===== src/rtl/emmc_ddr_lane_shifter.sv =====
// emmc_ddr_lane_shifter
//   Parallel-word to multi-lane serial shifter for an eMMC-style data bus,
//   with independent transmit and receive framers. Each frame is a start bit
//   (all lanes 0), MSB-first data words, an optional per-lane CRC16, and an
//   end bit (all lanes 1). In DDR mode every clock carries two bits per lane
//   (rising-edge half = bit k, falling-edge half = bit k-1). In SDR mode it
//   carries one bit per lane.
//
//   Optional feature: define EMMC_LANE_CRC_EN to add per-lane CRC16
//   (x^16+x^12+x^5+1, init 0) generation and checking. In DDR mode the
//   rising-edge and falling-edge streams each have their own CRC.
//
// Parameters
//   LANES      data lanes (1, 4 or 8)
//   WORD_BITS  bits per lane per word (even, >= 4)
//
// Ports
//   Clk, Reset                    clock, asynchronous active-high reset
//   DdrMode                       1=DDR, 0=SDR; sampled at TX frame start / RxArm
//   TxData/TxValid/TxLast/TxReady word stream in; lane i at [i*WORD_BITS +: WORD_BITS]
//   TxUnderrun                    pulse: frame aborted, no word at a word boundary
//   WriteData_posEdge/_negEdge    per-lane bits for the DDR output cell halves
//   DriveEnable                   high while a TX frame is on the lines
//   ReadData_posEdge/_negEdge     per-lane samples from the DDR input cell
//   RxArm, RxWordCount            start hunting; word count (0 = 1024)
//   RxData/RxValid                received word, one-cycle valid pulse
//   RxDone, RxErr                 frame-end pulse with {crc_err, end_bit_err}
module emmc_ddr_lane_shifter #(
  parameter int unsigned LANES     = 8,
  parameter int unsigned WORD_BITS = 8
) (
  input  logic                         Clk,
  input  logic                         Reset,
  input  logic                         DdrMode,
  input  logic [LANES*WORD_BITS-1:0]   TxData,
  input  logic                         TxValid,
  input  logic                         TxLast,
  output logic                         TxReady,
  output logic                         TxUnderrun,
  output logic [LANES-1:0]             WriteData_posEdge,
  output logic [LANES-1:0]             WriteData_negEdge,
  output logic                         DriveEnable,
  input  logic [LANES-1:0]             ReadData_posEdge,
  input  logic [LANES-1:0]             ReadData_negEdge,
  input  logic                         RxArm,
  input  logic [9:0]                   RxWordCount,
  output logic [LANES*WORD_BITS-1:0]   RxData,
  output logic                         RxValid,
  output logic                         RxDone,
  output logic [1:0]                   RxErr
);

  localparam int unsigned DW = LANES * WORD_BITS;
  localparam int unsigned CW = $clog2(WORD_BITS);
  localparam logic [CW-1:0] SDR_LAST = CW'(WORD_BITS - 1);
  localparam logic [CW-1:0] DDR_LAST = CW'(WORD_BITS / 2 - 1);

  typedef enum logic [2:0] {
    TX_IDLE,
    TX_START,
    TX_DATA,
`ifdef EMMC_LANE_CRC_EN
    TX_CRC,
`endif
    TX_END
  } tx_state_t;

  typedef enum logic [2:0] {
    RX_IDLE,
    RX_HUNT,
    RX_DATA,
`ifdef EMMC_LANE_CRC_EN
    RX_CRC,
`endif
    RX_END
  } rx_state_t;

  // Per-lane bit at the head of each lane's slice (second=1 selects the bit
  // just below the MSB, used for the falling-edge half in DDR).
  function automatic logic [LANES-1:0] lane_bits(input logic [DW-1:0] w, input logic second);
    logic [LANES-1:0] r;
    r = '0;
    for (int unsigned l = 0; l < LANES; l++) begin
      r[l] = second ? w[l*WORD_BITS + WORD_BITS - 2] : w[l*WORD_BITS + WORD_BITS - 1];
    end
    return r;
  endfunction

  // Advance every lane slice by one (SDR) or two (DDR) bits.
  function automatic logic [DW-1:0] lane_shift(input logic [DW-1:0] w, input logic two);
    logic [DW-1:0] r;
    r = '0;
    for (int unsigned l = 0; l < LANES; l++) begin
      r[l*WORD_BITS +: WORD_BITS] = two ? {w[l*WORD_BITS +: WORD_BITS-2], 2'b00}
                                        : {w[l*WORD_BITS +: WORD_BITS-1], 1'b0};
    end
    return r;
  endfunction

`ifdef EMMC_LANE_CRC_EN
  function automatic logic [15:0] crc16_step(input logic [15:0] c, input logic d);
    logic fb;
    fb = c[15] ^ d;
    return {c[14:0], 1'b0} ^ (fb ? 16'h1021 : 16'h0000);
  endfunction
`endif

  // ---------------------------------------------------------------- TX ----
  tx_state_t        tx_state;
  logic [DW-1:0]    tx_sh;
  logic [CW-1:0]    tx_cnt;
  logic             tx_ddr;
  logic             tx_last;
  logic [CW-1:0]    tx_lastc;
  logic             tx_wrap;
  logic [DW-1:0]    tx_src;
  logic [DW-1:0]    tx_src_sh;
  logic [LANES-1:0] tx_pos;
  logic [LANES-1:0] tx_neg;

`ifdef EMMC_LANE_CRC_EN
  logic [15:0]      tx_crc_p    [LANES];
  logic [15:0]      tx_crc_n    [LANES];
  logic [15:0]      tx_crc_p_nx [LANES];
  logic [15:0]      tx_crc_n_nx [LANES];
  logic [LANES-1:0] tx_crc_pos;
  logic [LANES-1:0] tx_crc_neg;
  logic [3:0]       tx_crc_cnt;
`endif

  // At a word boundary with another word due, the next chunk comes straight
  // from TxData so consecutive words leave no gap on the lines.
  always_comb begin
    tx_lastc  = tx_ddr ? DDR_LAST : SDR_LAST;
    tx_wrap   = (tx_cnt == tx_lastc);
    tx_src    = (tx_state == TX_DATA && tx_wrap && !tx_last) ? TxData : tx_sh;
    tx_pos    = lane_bits(tx_src, 1'b0);
    tx_neg    = tx_ddr ? lane_bits(tx_src, 1'b1) : tx_pos;
    tx_src_sh = lane_shift(tx_src, tx_ddr);
  end

`ifdef EMMC_LANE_CRC_EN
  always_comb begin
    tx_crc_pos = '0;
    for (int unsigned l = 0; l < LANES; l++) begin
      tx_crc_p_nx[l] = crc16_step(tx_crc_p[l], tx_pos[l]);
      tx_crc_n_nx[l] = crc16_step(tx_crc_n[l], tx_neg[l]);
      tx_crc_pos[l]  = tx_crc_p[l][15];
    end
    tx_crc_neg = tx_pos;
    for (int unsigned l = 0; l < LANES; l++) begin
      tx_crc_neg[l] = tx_ddr ? tx_crc_n[l][15] : tx_crc_p[l][15];
    end
  end
`endif

  always_ff @(posedge Clk or posedge Reset) begin
    if (Reset) begin
      tx_state          <= TX_IDLE;
      tx_sh             <= '0;
      tx_cnt            <= '0;
      tx_ddr            <= 1'b0;
      tx_last           <= 1'b0;
      TxReady           <= 1'b1;
      TxUnderrun        <= 1'b0;
      DriveEnable       <= 1'b0;
      WriteData_posEdge <= '1;
      WriteData_negEdge <= '1;
`ifdef EMMC_LANE_CRC_EN
      tx_crc_cnt        <= '0;
      for (int unsigned l = 0; l < LANES; l++) begin
        tx_crc_p[l] <= '0;
        tx_crc_n[l] <= '0;
      end
`endif
    end else begin
      TxUnderrun <= 1'b0;
      case (tx_state)
        TX_IDLE: begin
          if (TxValid) begin
            tx_sh             <= TxData;
            tx_ddr            <= DdrMode;
            tx_last           <= TxLast;
            TxReady           <= 1'b0;
            DriveEnable       <= 1'b1;
            WriteData_posEdge <= '0;
            WriteData_negEdge <= '0;
            tx_state          <= TX_START;
`ifdef EMMC_LANE_CRC_EN
            for (int unsigned l = 0; l < LANES; l++) begin
              tx_crc_p[l] <= '0;
              tx_crc_n[l] <= '0;
            end
`endif
          end
        end

        TX_START: begin
          WriteData_posEdge <= tx_pos;
          WriteData_negEdge <= tx_neg;
          tx_sh             <= tx_src_sh;
          tx_cnt            <= '0;
          tx_state          <= TX_DATA;
`ifdef EMMC_LANE_CRC_EN
          tx_crc_p          <= tx_crc_p_nx;
          tx_crc_n          <= tx_crc_n_nx;
`endif
        end

        TX_DATA: begin
          if (!tx_wrap) begin
            WriteData_posEdge <= tx_pos;
            WriteData_negEdge <= tx_neg;
            tx_sh             <= tx_src_sh;
            tx_cnt            <= tx_cnt + CW'(1);
            // Ready goes high while the final chunk of a non-last word is out.
            TxReady           <= ((tx_cnt + CW'(1)) == tx_lastc) && !tx_last;
`ifdef EMMC_LANE_CRC_EN
            tx_crc_p          <= tx_crc_p_nx;
            tx_crc_n          <= tx_crc_n_nx;
`endif
          end else if (!tx_last) begin
            TxReady <= 1'b0;
            if (TxValid) begin
              WriteData_posEdge <= tx_pos;
              WriteData_negEdge <= tx_neg;
              tx_sh             <= tx_src_sh;
              tx_last           <= TxLast;
              tx_cnt            <= '0;
`ifdef EMMC_LANE_CRC_EN
              tx_crc_p          <= tx_crc_p_nx;
              tx_crc_n          <= tx_crc_n_nx;
`endif
            end else begin
              TxUnderrun        <= 1'b1;
              WriteData_posEdge <= '1;
              WriteData_negEdge <= '1;
              tx_state          <= TX_END;
            end
          end else begin
            TxReady <= 1'b0;
`ifdef EMMC_LANE_CRC_EN
            WriteData_posEdge <= tx_crc_pos;
            WriteData_negEdge <= tx_crc_neg;
            for (int unsigned l = 0; l < LANES; l++) begin
              tx_crc_p[l] <= {tx_crc_p[l][14:0], 1'b0};
              tx_crc_n[l] <= {tx_crc_n[l][14:0], 1'b0};
            end
            tx_crc_cnt <= '0;
            tx_state   <= TX_CRC;
`else
            WriteData_posEdge <= '1;
            WriteData_negEdge <= '1;
            tx_state          <= TX_END;
`endif
          end
        end

`ifdef EMMC_LANE_CRC_EN
        TX_CRC: begin
          if (tx_crc_cnt == 4'd15) begin
            WriteData_posEdge <= '1;
            WriteData_negEdge <= '1;
            tx_state          <= TX_END;
          end else begin
            WriteData_posEdge <= tx_crc_pos;
            WriteData_negEdge <= tx_crc_neg;
            for (int unsigned l = 0; l < LANES; l++) begin
              tx_crc_p[l] <= {tx_crc_p[l][14:0], 1'b0};
              tx_crc_n[l] <= {tx_crc_n[l][14:0], 1'b0};
            end
            tx_crc_cnt <= tx_crc_cnt + 4'd1;
          end
        end
`endif

        TX_END: begin
          DriveEnable <= 1'b0;
          TxReady     <= 1'b1;
          tx_state    <= TX_IDLE;
        end

        default: tx_state <= TX_IDLE;
      endcase
    end
  end

  // ---------------------------------------------------------------- RX ----
  rx_state_t     rx_state;
  logic          rx_ddr;
  logic [CW-1:0] rx_cnt;
  logic [10:0]   rx_words;
  logic [DW-1:0] rx_acc;
  logic [DW-1:0] rx_next;
  logic          rx_wrap;

`ifdef EMMC_LANE_CRC_EN
  logic [15:0]   rx_crc_p    [LANES];
  logic [15:0]   rx_crc_n    [LANES];
  logic [15:0]   rx_crc_p_nx [LANES];
  logic [15:0]   rx_crc_n_nx [LANES];
  logic [3:0]    rx_crc_cnt;
  logic          rx_crc_bad;
  logic          rx_crc_miss;
`endif

  always_comb begin
    rx_wrap = (rx_cnt == (rx_ddr ? DDR_LAST : SDR_LAST));
    rx_next = '0;
    for (int unsigned l = 0; l < LANES; l++) begin
      rx_next[l*WORD_BITS +: WORD_BITS] = rx_ddr
        ? {rx_acc[l*WORD_BITS +: WORD_BITS-2], ReadData_posEdge[l], ReadData_negEdge[l]}
        : {rx_acc[l*WORD_BITS +: WORD_BITS-1], ReadData_posEdge[l]};
    end
  end

`ifdef EMMC_LANE_CRC_EN
  always_comb begin
    rx_crc_miss = 1'b0;
    for (int unsigned l = 0; l < LANES; l++) begin
      rx_crc_p_nx[l] = crc16_step(rx_crc_p[l], ReadData_posEdge[l]);
      rx_crc_n_nx[l] = crc16_step(rx_crc_n[l], ReadData_negEdge[l]);
      if (ReadData_posEdge[l] != rx_crc_p[l][15]) rx_crc_miss = 1'b1;
      if (rx_ddr && (ReadData_negEdge[l] != rx_crc_n[l][15])) rx_crc_miss = 1'b1;
    end
  end
`endif

  always_ff @(posedge Clk or posedge Reset) begin
    if (Reset) begin
      rx_state <= RX_IDLE;
      rx_ddr   <= 1'b0;
      rx_cnt   <= '0;
      rx_words <= '0;
      rx_acc   <= '0;
      RxData   <= '0;
      RxValid  <= 1'b0;
      RxDone   <= 1'b0;
      RxErr    <= '0;
`ifdef EMMC_LANE_CRC_EN
      rx_crc_cnt <= '0;
      rx_crc_bad <= 1'b0;
      for (int unsigned l = 0; l < LANES; l++) begin
        rx_crc_p[l] <= '0;
        rx_crc_n[l] <= '0;
      end
`endif
    end else begin
      RxValid <= 1'b0;
      RxDone  <= 1'b0;
      case (rx_state)
        RX_IDLE: begin
          if (RxArm) begin
            rx_words <= (RxWordCount == 10'd0) ? 11'd1024 : {1'b0, RxWordCount};
            rx_ddr   <= DdrMode;
            rx_state <= RX_HUNT;
          end
        end

        RX_HUNT: begin
          if (ReadData_posEdge == '0) begin
            rx_cnt   <= '0;
            rx_state <= RX_DATA;
`ifdef EMMC_LANE_CRC_EN
            rx_crc_bad <= 1'b0;
            for (int unsigned l = 0; l < LANES; l++) begin
              rx_crc_p[l] <= '0;
              rx_crc_n[l] <= '0;
            end
`endif
          end
        end

        RX_DATA: begin
          rx_acc <= rx_next;
`ifdef EMMC_LANE_CRC_EN
          rx_crc_p <= rx_crc_p_nx;
          rx_crc_n <= rx_crc_n_nx;
`endif
          if (rx_wrap) begin
            RxData   <= rx_next;
            RxValid  <= 1'b1;
            rx_cnt   <= '0;
            rx_words <= rx_words - 11'd1;
            if (rx_words == 11'd1) begin
`ifdef EMMC_LANE_CRC_EN
              rx_crc_cnt <= '0;
              rx_state   <= RX_CRC;
`else
              rx_state   <= RX_END;
`endif
            end
          end else begin
            rx_cnt <= rx_cnt + CW'(1);
          end
        end

`ifdef EMMC_LANE_CRC_EN
        // Received CRC bits are compared against the running CRC MSB, which
        // is then shifted out, so the register walks through its own value.
        RX_CRC: begin
          if (rx_crc_miss) rx_crc_bad <= 1'b1;
          for (int unsigned l = 0; l < LANES; l++) begin
            rx_crc_p[l] <= {rx_crc_p[l][14:0], 1'b0};
            rx_crc_n[l] <= {rx_crc_n[l][14:0], 1'b0};
          end
          rx_crc_cnt <= rx_crc_cnt + 4'd1;
          if (rx_crc_cnt == 4'd15) rx_state <= RX_END;
        end
`endif

        RX_END: begin
`ifdef EMMC_LANE_CRC_EN
          RxErr <= {rx_crc_bad, (ReadData_posEdge != '1)};
`else
          RxErr <= {1'b0, (ReadData_posEdge != '1)};
`endif
          RxDone   <= 1'b1;
          rx_state <= RX_IDLE;
        end

        default: rx_state <= RX_IDLE;
      endcase
    end
  end

endmodule


===== config.mk =====
export PLATFORM = sky130hd
export DESIGN_NAME = emmc_ddr_lane_shifter
export DESIGN_NICKNAME = d
export VERILOG_FILES = /design/src/rtl/emmc_ddr_lane_shifter.sv
export SDC_FILE = /design/constraint.sdc
export NUM_CORES = 1
export LEC_CHECK = 0
export CAP_MARGIN = 20
export CORE_MARGIN = 5
export CORE_UTILIZATION = 59
export DETAILED_ROUTE_END_ITERATION = 16
export HOLD_SLACK_MARGIN = 0.08
export MAX_ROUTING_LAYER = met4
export PLACE_DENSITY = 0.86
export SETUP_SLACK_MARGIN = 0.1
export SYNTH_ARGS = -nofsm -noshare
export SYNTH_HDL_FRONTEND = slang
export SYNTH_SLANG_ARGS = --single-unit

===== constraint.sdc =====
create_clock -name Clk -period 14.11 [get_ports Clk]
set_clock_uncertainty 0.15 [all_clocks]
set_input_delay 1.411 -clock Clk [delete_from_list [all_inputs] [get_ports Clk]]
set_output_delay 1.411 -clock Clk [all_outputs]
set_load 0.02 [all_outputs]

# ---- Word level (Yosys, flattened, before mapping)
# Cells that the tools add are included.
dict set report op_classes {
  n_addsub 3
  multipliers 0
  div_mod_pow 0
  magnitude_cmp 0
  eq_ne 20
  shifts 0
  n_mux 72
  n_bitwise 0
  reduce_logical 28
}
# operator count
set ops {}
lappend ops {{$mux 64} 5}
lappend ops {{$mux 8} 24}
lappend ops {{$pmux 64 s3} 1}
lappend ops {{$pmux 8 s3} 2}
lappend ops {{$mux 3} 15}
lappend ops {{$mux 11} 3}
lappend ops {{$pmux 11 s2} 1}
lappend ops {{$pmux 3 s3} 2}
lappend ops {{$mux 1} 14}
lappend ops {{$reduce_and 2->1} 7}
lappend ops {{$eq 3x2->1 const B} 4}
lappend ops {{$ne 2x2->1 const B} 6}
lappend ops {{$pmux 3 s2} 2}
lappend ops {{$reduce_and 3->1} 4}
lappend ops {{$eq 11x1->1 const B} 1}
lappend ops {{$sub 11x1->11 const B} 1}
lappend ops {{$logic_not 10->1} 1}
lappend ops {{$reduce_bool 2->1} 5}
lappend ops {{$eq 3x3->1} 3}
lappend ops {{$ne 3x3->1 const B} 3}
lappend ops {{$logic_not 8->1} 1}
lappend ops {{$ne 8x8->1 const B} 1}
lappend ops {{$reduce_and 4->1} 2}
lappend ops {{$add 3x1->3 const B} 2}
lappend ops {{7 further kinds} 13}
dict set report word_totals {
  ff_bits 239
  latch_bits 0
  ramBits 0
  mem_bits_ro 0
  in_bits 96
  output_inout_bits 87
  memories 0
}

# ---- Depth between registers and ports, before layout
# Gate-level depths: netlist (run 1).
dict set report logic_depth {
  word_depth 10
  mapped_depth 9
}

# ---- Least setup slack after synthesis (run 1)
# Ideal clock, no wire load.
dict set report synth_path {
  kind {input -> register}
  start {input port TxValid}
  end {register tx_sh[18]}
  setup_ps 126
  arrival_time_ps 2748
  slack_ps 11086
  path_stages 7
  path_buffers 3
  path_cell_list {buf_2 > nor2b_1 > o311a_1 > clkbuf_1 > buf_2 > o21ai_0 > o32a_1}
}
dict set report synth_between {
  elab_chain_len 2
  word_cells_on_any_way 3
  classes_between {eq/ne: 2; reduce/logical: 1}
}
# item line
set synth_rtl {}
lappend synth_rtl {{start: declaration} 36} ;# input logic TxValid,
lappend synth_rtl {{$ne 3x3->1 (no line) / $ne 2x2->1 (equally long branches)} n/a}
lappend synth_rtl {{$reduce_and 4->1 (no line) (*)} n/a}
lappend synth_rtl {{end signal: assignment} 181} ;# tx_sh <= TxData;
lappend synth_rtl {{end signal: assignment} 201} ;# tx_sh <= tx_src_sh;
lappend synth_rtl {{end signal: assignment} 214} ;# tx_sh <= tx_src_sh;
lappend synth_rtl {{end: declaration} 110} ;# logic [DW-1:0] tx_sh;
# Every way passes the cells marked *; elsewhere a longest branch is shown, timed or not.
# A chain may end at the register's enable or synchronous reset.

# ---- Worst setup path in the final report (run 1)
dict set report layout_path {
  start {register tx_state[0]}
  end {register WriteData_negEdge[7]}
}
dict set report layout_between {
  elab_chain_len 9
  word_cells_on_any_way 14
  classes_between {eq/ne: 3; mux: 6; reduce/logical: 5}
}
# item line
set layout_rtl {}
lappend layout_rtl {{start: declaration} 109} ;# tx_state_t tx_state;
lappend layout_rtl {{start signal: assignment} 159} ;# tx_state <= TX_IDLE;
lappend layout_rtl {{start signal: assignment} 188} ;# tx_state <= TX_START;
lappend layout_rtl {{start signal: assignment} 203} ;# tx_state <= TX_DATA;
lappend layout_rtl {{$eq 3x2->1} {136, 178}}
lappend layout_rtl {{$logic_and 1x1->1 (2 in a row)} 136} ;# tx_src = (tx_state == TX_DATA && tx_wrap && !tx_last) ? TxData : tx_sh;
lappend layout_rtl {{$mux 64} 136}
lappend layout_rtl {{$mux 8} 138} ;# tx_neg = tx_ddr ? lane_bits(tx_src, 1'b1) : tx_pos;
lappend layout_rtl {{$mux 8} 224} ;# if (TxValid) begin
lappend layout_rtl {{$mux 8} 222} ;# end else if (!tx_last) begin
lappend layout_rtl {{$mux 8} 211} ;# if (!tx_wrap) begin
lappend layout_rtl {{$pmux 8 s3} 178} ;# case (tx_state)
lappend layout_rtl {{end signal: assignment} 200} ;# WriteData_negEdge <= tx_neg;
lappend layout_rtl {{end signal: assignment} 213} ;# WriteData_negEdge <= tx_neg;
lappend layout_rtl {{end signal: assignment} 226} ;# WriteData_negEdge <= tx_neg;
lappend layout_rtl {{end: declaration} 41} ;# output logic [LANES-1:0] WriteData_negEdge,
# Parallel ways exist; a longest one is shown, timed or not.

==> results.cfg, run 1 <==
[yosys]
synth_top_cell_by_area = dfrtp_1
ys_seq_area_share_pct = 48.5
synth_flop_cell = dfrtp_1
avgSynthCellArea_sq_um = 9.31
yosys-top-cells-area = dfrtp_1, a21oi_1, mux2i_1, nor2_1, dfstp_2
syn_nets = 1388
ys_ff_latch = 230
synth.distinct_cells = 58
synthArstFlopShare_pct = 100
syn_inst = 1279
syn-cell-area_sq_um = 11900
synth_edf_count = 0
yosysWarnings = 0
synth_top_area_share_pct = 44.8

[power]
power.share.sequential_pct = 31.1
vdd_ir_drop_max_v = 0.000130
leakagePower_nw = 6.07
p_sw_share_pct = 43.8
p_clk_share_pct = 16.7
p_int_mw = 2.15
combPwrFrac_pct = 52.2
powerDensity_nw_per_um2 = 260
p_sw_mw = 1.67

[sta]
fin_setup_tns_ns = 0
worst_slew_pin_slew_ns = 1.15
fmax_ghz = 0.276
hold_viol_final = 0
rsz0062_at_grt = no
maxSlewHeadroom_pct = 23.1
period_needed_ns = 3.62
final-setup-viol-count = 0
slew_violations = 0
min_period_over_period_pct = 25.7

[route]
viasPerCell = 6.36
firstDrtPassIters = 5
wl_met2_mm = 15.2
vias = 10718
wl_per_cell_um = 19.0
drt_iter0_markers = 1210
dr.max_layer_used = met4
routed_wl_mm = 32.0
ant_nets = 0
wl_met3_mm = 2.41
wl_met1_mm = 13.3
drc = 0

[placed_design]
gp_congestion = 0.904
place_inst = 1635
portBuffers = 181
dp_hpwl_mm = 19.9

[cts]
clock_sinks = 230
cts_setup_buffers = 0
clk_latency_ns = 0.52
htree_levels = 1
cts_root_buf = clkbuf_16
numCtsBuffers = 25
cts.reportedPaths.clkPinSlew_ns = 0.06
holdBufCountCts = 0
ctsResizeCount = 0
cts_tree = yes
clk_path_buf_depth = 3

[critical_path]
r2r_cells = 7
critPathCaptureType = register
worstPathRequired_ns = 14.41
critPathLaunchType = register
path_max_fanout = 84
critPathKind = register to register
worstPathArrival_ns = 3.92

[final_layout]
final_common_cell = dfrtp_1
area_delta_synth_final_pct = 23.4
fill_cells = 1472
diodes = 0
nets = 1506
mostFrequentLayoutCells = dfrtp_1, a21oi_1, clkdlybuf4s50_1
fin_cells = 1686
final_util_pct = 73.3
seq_area_sq_um = 5780
multi_input_area_sq_um = 5640
drive_gt1_share_pct = 7.27

[flow_run]
cap_violations = 0

[run_status]
outcome = complete, no violations

[floorplan]
die_h_um = 152
coreArea_sq_um = 20000
rows = 52
dieArea_sq_um = 23100
io_pins = 183
chipWidth_um = 152
initial_core_util_pct = 59.4

[worst_hold_path]
hold_class = register to register
hold_depth = 2

[global_routing]
overflow = 0
grt_max_degree = 144
antenna_found_initial = 0
track_usage_pct = 27.0
grt_pass1_wl_mm = 52.1
grt_pass1_vias = 10066
## sequential cells by signal, indices dropped and copies added (netlist names)
signal / count
RxValid: 1
DriveEnable: 1
tx_ddr: 1
rx_ddr: 1
WriteData_posEdge: 8
rx_cnt: 3
RxErr: 1
WriteData_negEdge: 8
RxDone: 1
tx_sh: 64
tx_state: 2
rx_state: 2
rx_words: 11
rx_acc: 56
RxData: 64
tx_last: 1
TxUnderrun: 1
tx_cnt: 3
TxReady: 1
## synthesized netlist by cell type (20+ instances only)
master / count
dfrtp_1: 213
a21oi_1: 205
nor2_1: 172
clkbuf_1: 77
o21ai_0: 73
mux2i_1: 69
nand3_1: 63
a21o_1: 47
nand2_1: 41
a31oi_1: 32
inv_1: 23
o32a_1: 20
## critical path, cell delays in order (launching register included)
cell and delay (ns):
dfrtp_1 0.40, inv_1 0.11, ha_1 0.36, and3b_2 0.23
buf_4 0.63, nand2_1 0.65, mux4_2 0.65, a221o_1 0.34
## per-layer routing
metal / vias to the layer above / track usage (%)
li1: 4870 / -
met1: 5219 / 38.3
met2: 543 / 41.1
met3: 86 / 3.33
met4: 0 / 8.82
met5: - / -
## final timing paths
path,from,endpoint,slack [ns]
hold / removal,tx_sh[56],tx_sh[56],0.31
max in group asynchronous,Reset,WriteData_negEdge[6],11.53
min in group asynchronous,Reset,RxData[40],1.16
setup reg to reg,tx_state[0],WriteData_negEdge[7],10.49
setup / recovery,tx_state[0],WriteData_negEdge[7],10.49
hold reg to reg,tx_sh[56],tx_sh[56],0.31
## power by group through the flow
stage	Combinational, mW	Sequential [mW]	Clock [mW]
final	1.99	1.19	0.639
after global routing	2.17	1.22	0.676
after CTS	1.96	1.18	0.648
after detailed placement	1.95	1.19	0
after global placement	1.88	1.17	0
after floorplan	1.28	1.26	0
## area by class of cell
type / instances / area share (%)
clock buffer: 36 / 5.09
clock inverter: 10 / 0.417
inverter: 23 / 0.639
multi-input combinational: 917 / 38.4
sequential: 230 / 39.3
tap: 270 / 2.30
timing repair buffer: 200 / 13.8
## metrics by stage
| stage | instance area, sq um | hold slack (ns) | worst slack [ns] | power (mW) |
|---|---|---|---|---|
| after floorplan | 11900 | 0.282 | 6.27 | 2.54 |
| after global placement | 13800 | 0.293 | 9.99 | 3.05 |
| after detailed placement | 13800 | 0.300 | 9.97 | 3.13 |
| after CTS | 14600 | 0.314 | 10.53 | 3.79 |
| after global routing | 14700 | 0.337 | 10.32 | 4.06 |
| final | 14700 | 0.311 | 10.49 | 3.81 |
## cell families after synthesis
family	after synthesis	share of synthesized area [%]
and+or+nand+nor	357	13.8
muxes	80	7.60
DFF	230	48.5
AOI/OAI and AO/OA	461	23.6
buffers and inverters	132	4.57
xor gates and xnor gates	5	0.431
other	1	0.0315
adders and majority gates	13	1.37
(Power assumes the default switching activity.)
==> run 2, diff against run 1 <==
CORE_UTILIZATION = 49   (was 59)
PLACE_DENSITY = 0.77   (was 0.86)
clock period = 3.28 ns   (was 14.11 ns; I/O delays follow)
==> results.cfg, run 2 (synthesized netlist as in run 1, its figures left out) <==
[final_layout]
final_util_pct = 61.8
nets = 1521
mostFrequentLayoutCells = dfrtp_1, a21oi_1, clkdlybuf4s50_1
final_common_cell = dfrtp_1
top_regs = RxData: 64 flops, tx_sh: 64 flops, rx_acc: 56 flops
area_delta_synth_final_pct = 25.1
fin_cells = 1756
drive_gt1_share_pct = 8.18

[sta]
min_period_over_period_pct = 84.1
slew_violations = 0
final-setup-viol-count = 0
hold_viol_final = 0
worst_slew_pin_slew_ns = 0.863
fmax_ghz = 0.363
holdWs_ns = 0.252
setup_slack_ns = 0.522
maxSlewHeadroom_pct = 41.9
period_needed_ns = 2.76
rsz0062_at_grt = no

[cts]
clk_latency_ns = 0.52
htree_levels = 1
clock_sinks = 230
numCtsBuffers = 25
ctsResizeCount = 0
cts_setup_buffers = 0
clk_path_buf_depth = 3
cts_tree = yes
cts_root_buf = clkbuf_16
cts.reportedPaths.clkPinSlew_ns = 0.06
holdBufCountCts = 1

[placed_design]
dp_hpwl_mm = 21.5
gp_congestion = 0.892
post-place-ws_ns = 0.531
place_inst = 1707
portBuffers = 181

[critical_path]
worstPathArrival_ns = 3.04
r2r_end = WriteData_negEdge[3]
critPathCaptureType = register
rrSetupSlack_ns = 0.52
critPathLaunchType = register
critPathKind = register to register
worstPathRequired_ns = 3.56
r2r_cells = 7
r2r_start = tx_state[0]
path_max_fanout = 10

[route]
viasPerCell = 6.00
ant_nets = 0
drt_iter0_markers = 1043
firstDrtPassIters = 5
vias = 10537
routed_wl_mm = 32.6
wl_per_cell_um = 18.6
drc = 0

[floorplan]
initial_core_util_pct = 49.4
io_pins = 183
dieArea_sq_um = 27500
coreArea_sq_um = 24100
rows = 57
die_h_um = 166
chipWidth_um = 166

[worst_hold_path]
hold_end = tx_sh[8]
hold_depth = 3
hold_class = primary input to register
worstHoldStart = TxData[8]

[global_routing]
track_usage_pct = 23.4
grt_pass1_wl_mm = 53.3
grt_pass1_vias = 10159
antenna_found_initial = 1
grt_max_degree = 107
overflow = 0

[flow_run]
cap_violations = 0

[power]
vdd_ir_drop_max_v = 0.000618
leakagePower_nw = 6.14
power_mw = 16.7
powerDensity_nw_per_um2 = 1120

[run_status]
outcome = complete, no violations
-- run 2: changes by cell type in the layout (fill, tap and decap cells not counted) --
cell	change
clkinvlp_4	+3
diode_2	+1
buf_4	+15
buf_12	+2
nor2b_2	-1
buf_16	-3
clkbuf_16	-1
inv_4	-3
inv_8	-1
dlygate4sd3_1	+1
nor2b_1	+1
bufinv_16	+3
clkbuf_1	-1
-- run 2: layout make-up --
cell class | count | area, sq um
inverters | 23 | 90.1
multi-input cells | 917 | 5640
diodes | 1 | 2.50
clock buffers | 34 | 719
well taps | 324 | 405
fillers | 2029 | 9210
flip-flops and latches | 230 | 5780
repair buffers | 215 | 2100
clock inverters | 12 | 148
-- run 2: metrics by stage --
stage | setup TNS [ns] | instance area (sq um)
after global placement | 0 | 14000
final | 0 | 14900
after global routing | 0 | 14900
after detailed placement | 0 | 14000
after floorplan | -40.91 | 11900
after CTS | 0 | 14900
-- run 2: worst max path at each step --
| stage | from | end | cells after the start |
|---|---|---|---|
| floorplan | Reset | DriveEnable | 1 |
| global placement | tx_state[0] | WriteData_negEdge[3] | 7 |
| detailed placement | tx_state[0] | WriteData_negEdge[3] | 6 |
| CTS | tx_state[0] | WriteData_negEdge[3] | 6 |
| global route | tx_state[0] | WriteData_negEdge[3] | 7 |
| finish | tx_state[0] | WriteData_negEdge[3] | 7 |
-- run 2: where the power goes --
part	leakage, nW	switching [mW]	internal (mW)
clock network	0.426	1.15	1.77
logic	3.11	5.05	3.51
registers	2.61	0.973	4.20
total	6.14	7.17	9.49
-- run 2: worst max-delay path, cell delays in order (launching register included) --
cell and delay [ns]:
dfrtp_1 0.40, inv_1 0.11, ha_1 0.36, nand3b_1 0.16, nor2_2 0.38, buf_4 0.28
mux4_2 0.51, a221o_1 0.33
-- run 2: routing by layer --
metal | wire length [um] | vias to the layer above | track usage [%] | part of all wire (%)
met5 | 0 | - | - | 0
met4 | 846 | 0 | 6.56 | 2.6
met3 | 2440 | 65 | 4.12 | 7.5
met2 | 15500 | 459 | 36.7 | 48
met1 | 13700 | 5098 | 31.5 | 42
li1 | - | 4915 | - | -
==> run 3, diff against run 2 <==
clock period = 2.4 ns   (was 3.28 ns; I/O delays follow)
==> results.cfg, run 3 (synthesized netlist as in run 1, its figures left out) <==
[route]
routed_wl_mm = 33.6
drc = 0
drt_iter0_markers = 1149
ant_nets = 0
firstDrtPassIters = 7
wl_per_cell_um = 18.9
vias = 10660
viasPerCell = 6.00

[placed_design]
portBuffers = 181
gp_congestion = 0.850
dp_hpwl_mm = 21.7
post-place-ws_ns = 0.0219
place_inst = 1724

[cts]
clk_latency_ns = 0.54
numCtsBuffers = 25
cts_tree = yes
clock_sinks = 230
cts.reportedPaths.clkPinSlew_ns = 0.06
htree_levels = 1
cts_root_buf = clkbuf_16
clk_path_buf_depth = 3

[final_layout]
drive_gt1_share_pct = 9.85
top_regs = RxData: 64 flops, tx_sh: 64 flops, rx_acc: 56 flops
fin_cells = 1776
mostFrequentLayoutCells = dfrtp_1, a21oi_1, clkdlybuf4s50_1
nets = 1544
final_common_cell = dfrtp_1
area_delta_synth_final_pct = 28.0
diodes = 0

[floorplan]
die_h_um = 166
io_pins = 183
chipWidth_um = 166
dieArea_sq_um = 27500
initial_core_util_pct = 49.4
coreArea_sq_um = 24100
rows = 57

[sta]
fmax_ghz = 0.439
period_needed_ns = 2.28
setup_slack_ns = 0.121
worst_slew_pin_slew_ns = 1.12
slew_violations = 0
min_period_over_period_pct = 95.0
rsz0062_at_grt = yes
final-setup-viol-count = 0
maxSlewHeadroom_pct = 25.6
hold_viol_final = 0

[critical_path]
critPathLaunchType = register
worstPathCellList = inv_2 -> ha_4 -> buf_4 -> and3b_2 -> nand2_2 -> mux4_2 -> a221o_1
slowest_stage = mux4_2
slowest_delay_ns = 0.51
critPathCaptureType = register
worstPathRequired_ns = 2.71
path_max_fanout = 9
worstPathArrival_ns = 2.59
critPathKind = register to register

[worst_hold_path]
hold_class = primary input to register

[run_status]
outcome = complete, no violations

[power]
leakagePower_nw = 6.29
power_mw = 23.2
powerDensity_nw_per_um2 = 1520
vdd_ir_drop_max_v = 0.000889

[global_routing]
antenna_found_initial = 0
grt_pass1_vias = 10180
grt_max_degree = 92
overflow = 0
grt_pass1_wl_mm = 54.5
track_usage_pct = 23.9

[flow_run]
cap_violations = 0
run 3: layout make-up:
class / instances / area [sq um]
inverters: 23 / 90.1
well taps: 324 / 405
clock buffers: 34 / 689
repair buffers: 238 / 2490
clock inverters: 10 / 70.1
flip-flops and latches: 230 / 5780
fillers: 1956 / 8870
multi-input cells: 917 / 5710
run 3: power by group:
part | total (mW) | switching, mW | internal (mW) | leakage [nW]
Clock | 3.59 | 1.57 | 2.02 | 0.374
Combinational | 12.6 | 7.18 | 5.43 | 3.31
Sequential | 6.99 | 1.25 | 5.74 | 2.61
run 3: metal layers:
layer | track usage, % | up-vias | wire length [um]
met5 | - | - | 0
met3 | 4.36 | 77 | 2270
li1 | - | 4971 | -
met4 | 6.49 | 0 | 949
met1 | 32.1 | 5208 | 14100
met2 | 37.6 | 404 | 16300
run 3: timing repair:
item                                    CTS  global route
hold buffers                              1             0
endpoints found under the setup margin   27           105
hold endpoints to repair                  4             0
resized for setup                         2            11
pin swaps                                 1             3
cloned                                    1             2
setup buffers                             1             3
run 3: worst paths after layout:
| check | startpoint | end | slack [ns] | cells after the start |
|---|---|---|---|---|
| max | tx_state[0] | WriteData_negEdge[7] | 0.12 | 7 |
| min | TxData[40] | tx_sh[40] | 0.15 | 3 |
| max reg2reg | tx_state[0] | WriteData_negEdge[7] | 0.12 | 7 |
| min reg2reg | tx_sh[56] | tx_sh[56] | 0.31 | 2 |
| max in group asynchronous | Reset | RxData[41] | 0.94 | 4 |
| min in group asynchronous | Reset | tx_last | 0.46 | 3 |
run 3: through the flow:
step           setup TNS [ns]  instance area [sq um]  utilization (%)  hold slack (ns)
5_1_grt                     0                  15200             63.2            0.153
6_report                    0                  15200             63.2            0.155
4_1_cts                     0                  15100             62.6            0.145
3_5_place_dp                0                  14300             59.2            0.299
2_1_floorplan         -213.11                  11900                -            0.223
3_3_place_gp                0                  14300             59.2            0.294
run 3: critical path: cells and delay by family, from the launching register on:
family | cells | cell delay [ns]
AO/OA/AOI/OAI | 1 | 0.33
multiplexers | 1 | 0.51
AND/OR/NAND/NOR | 2 | 0.41
buffers and inverters | 2 | 0.26
adder cells (fa/ha/maj) | 1 | 0.17
flip-flops | 1 | 0.40
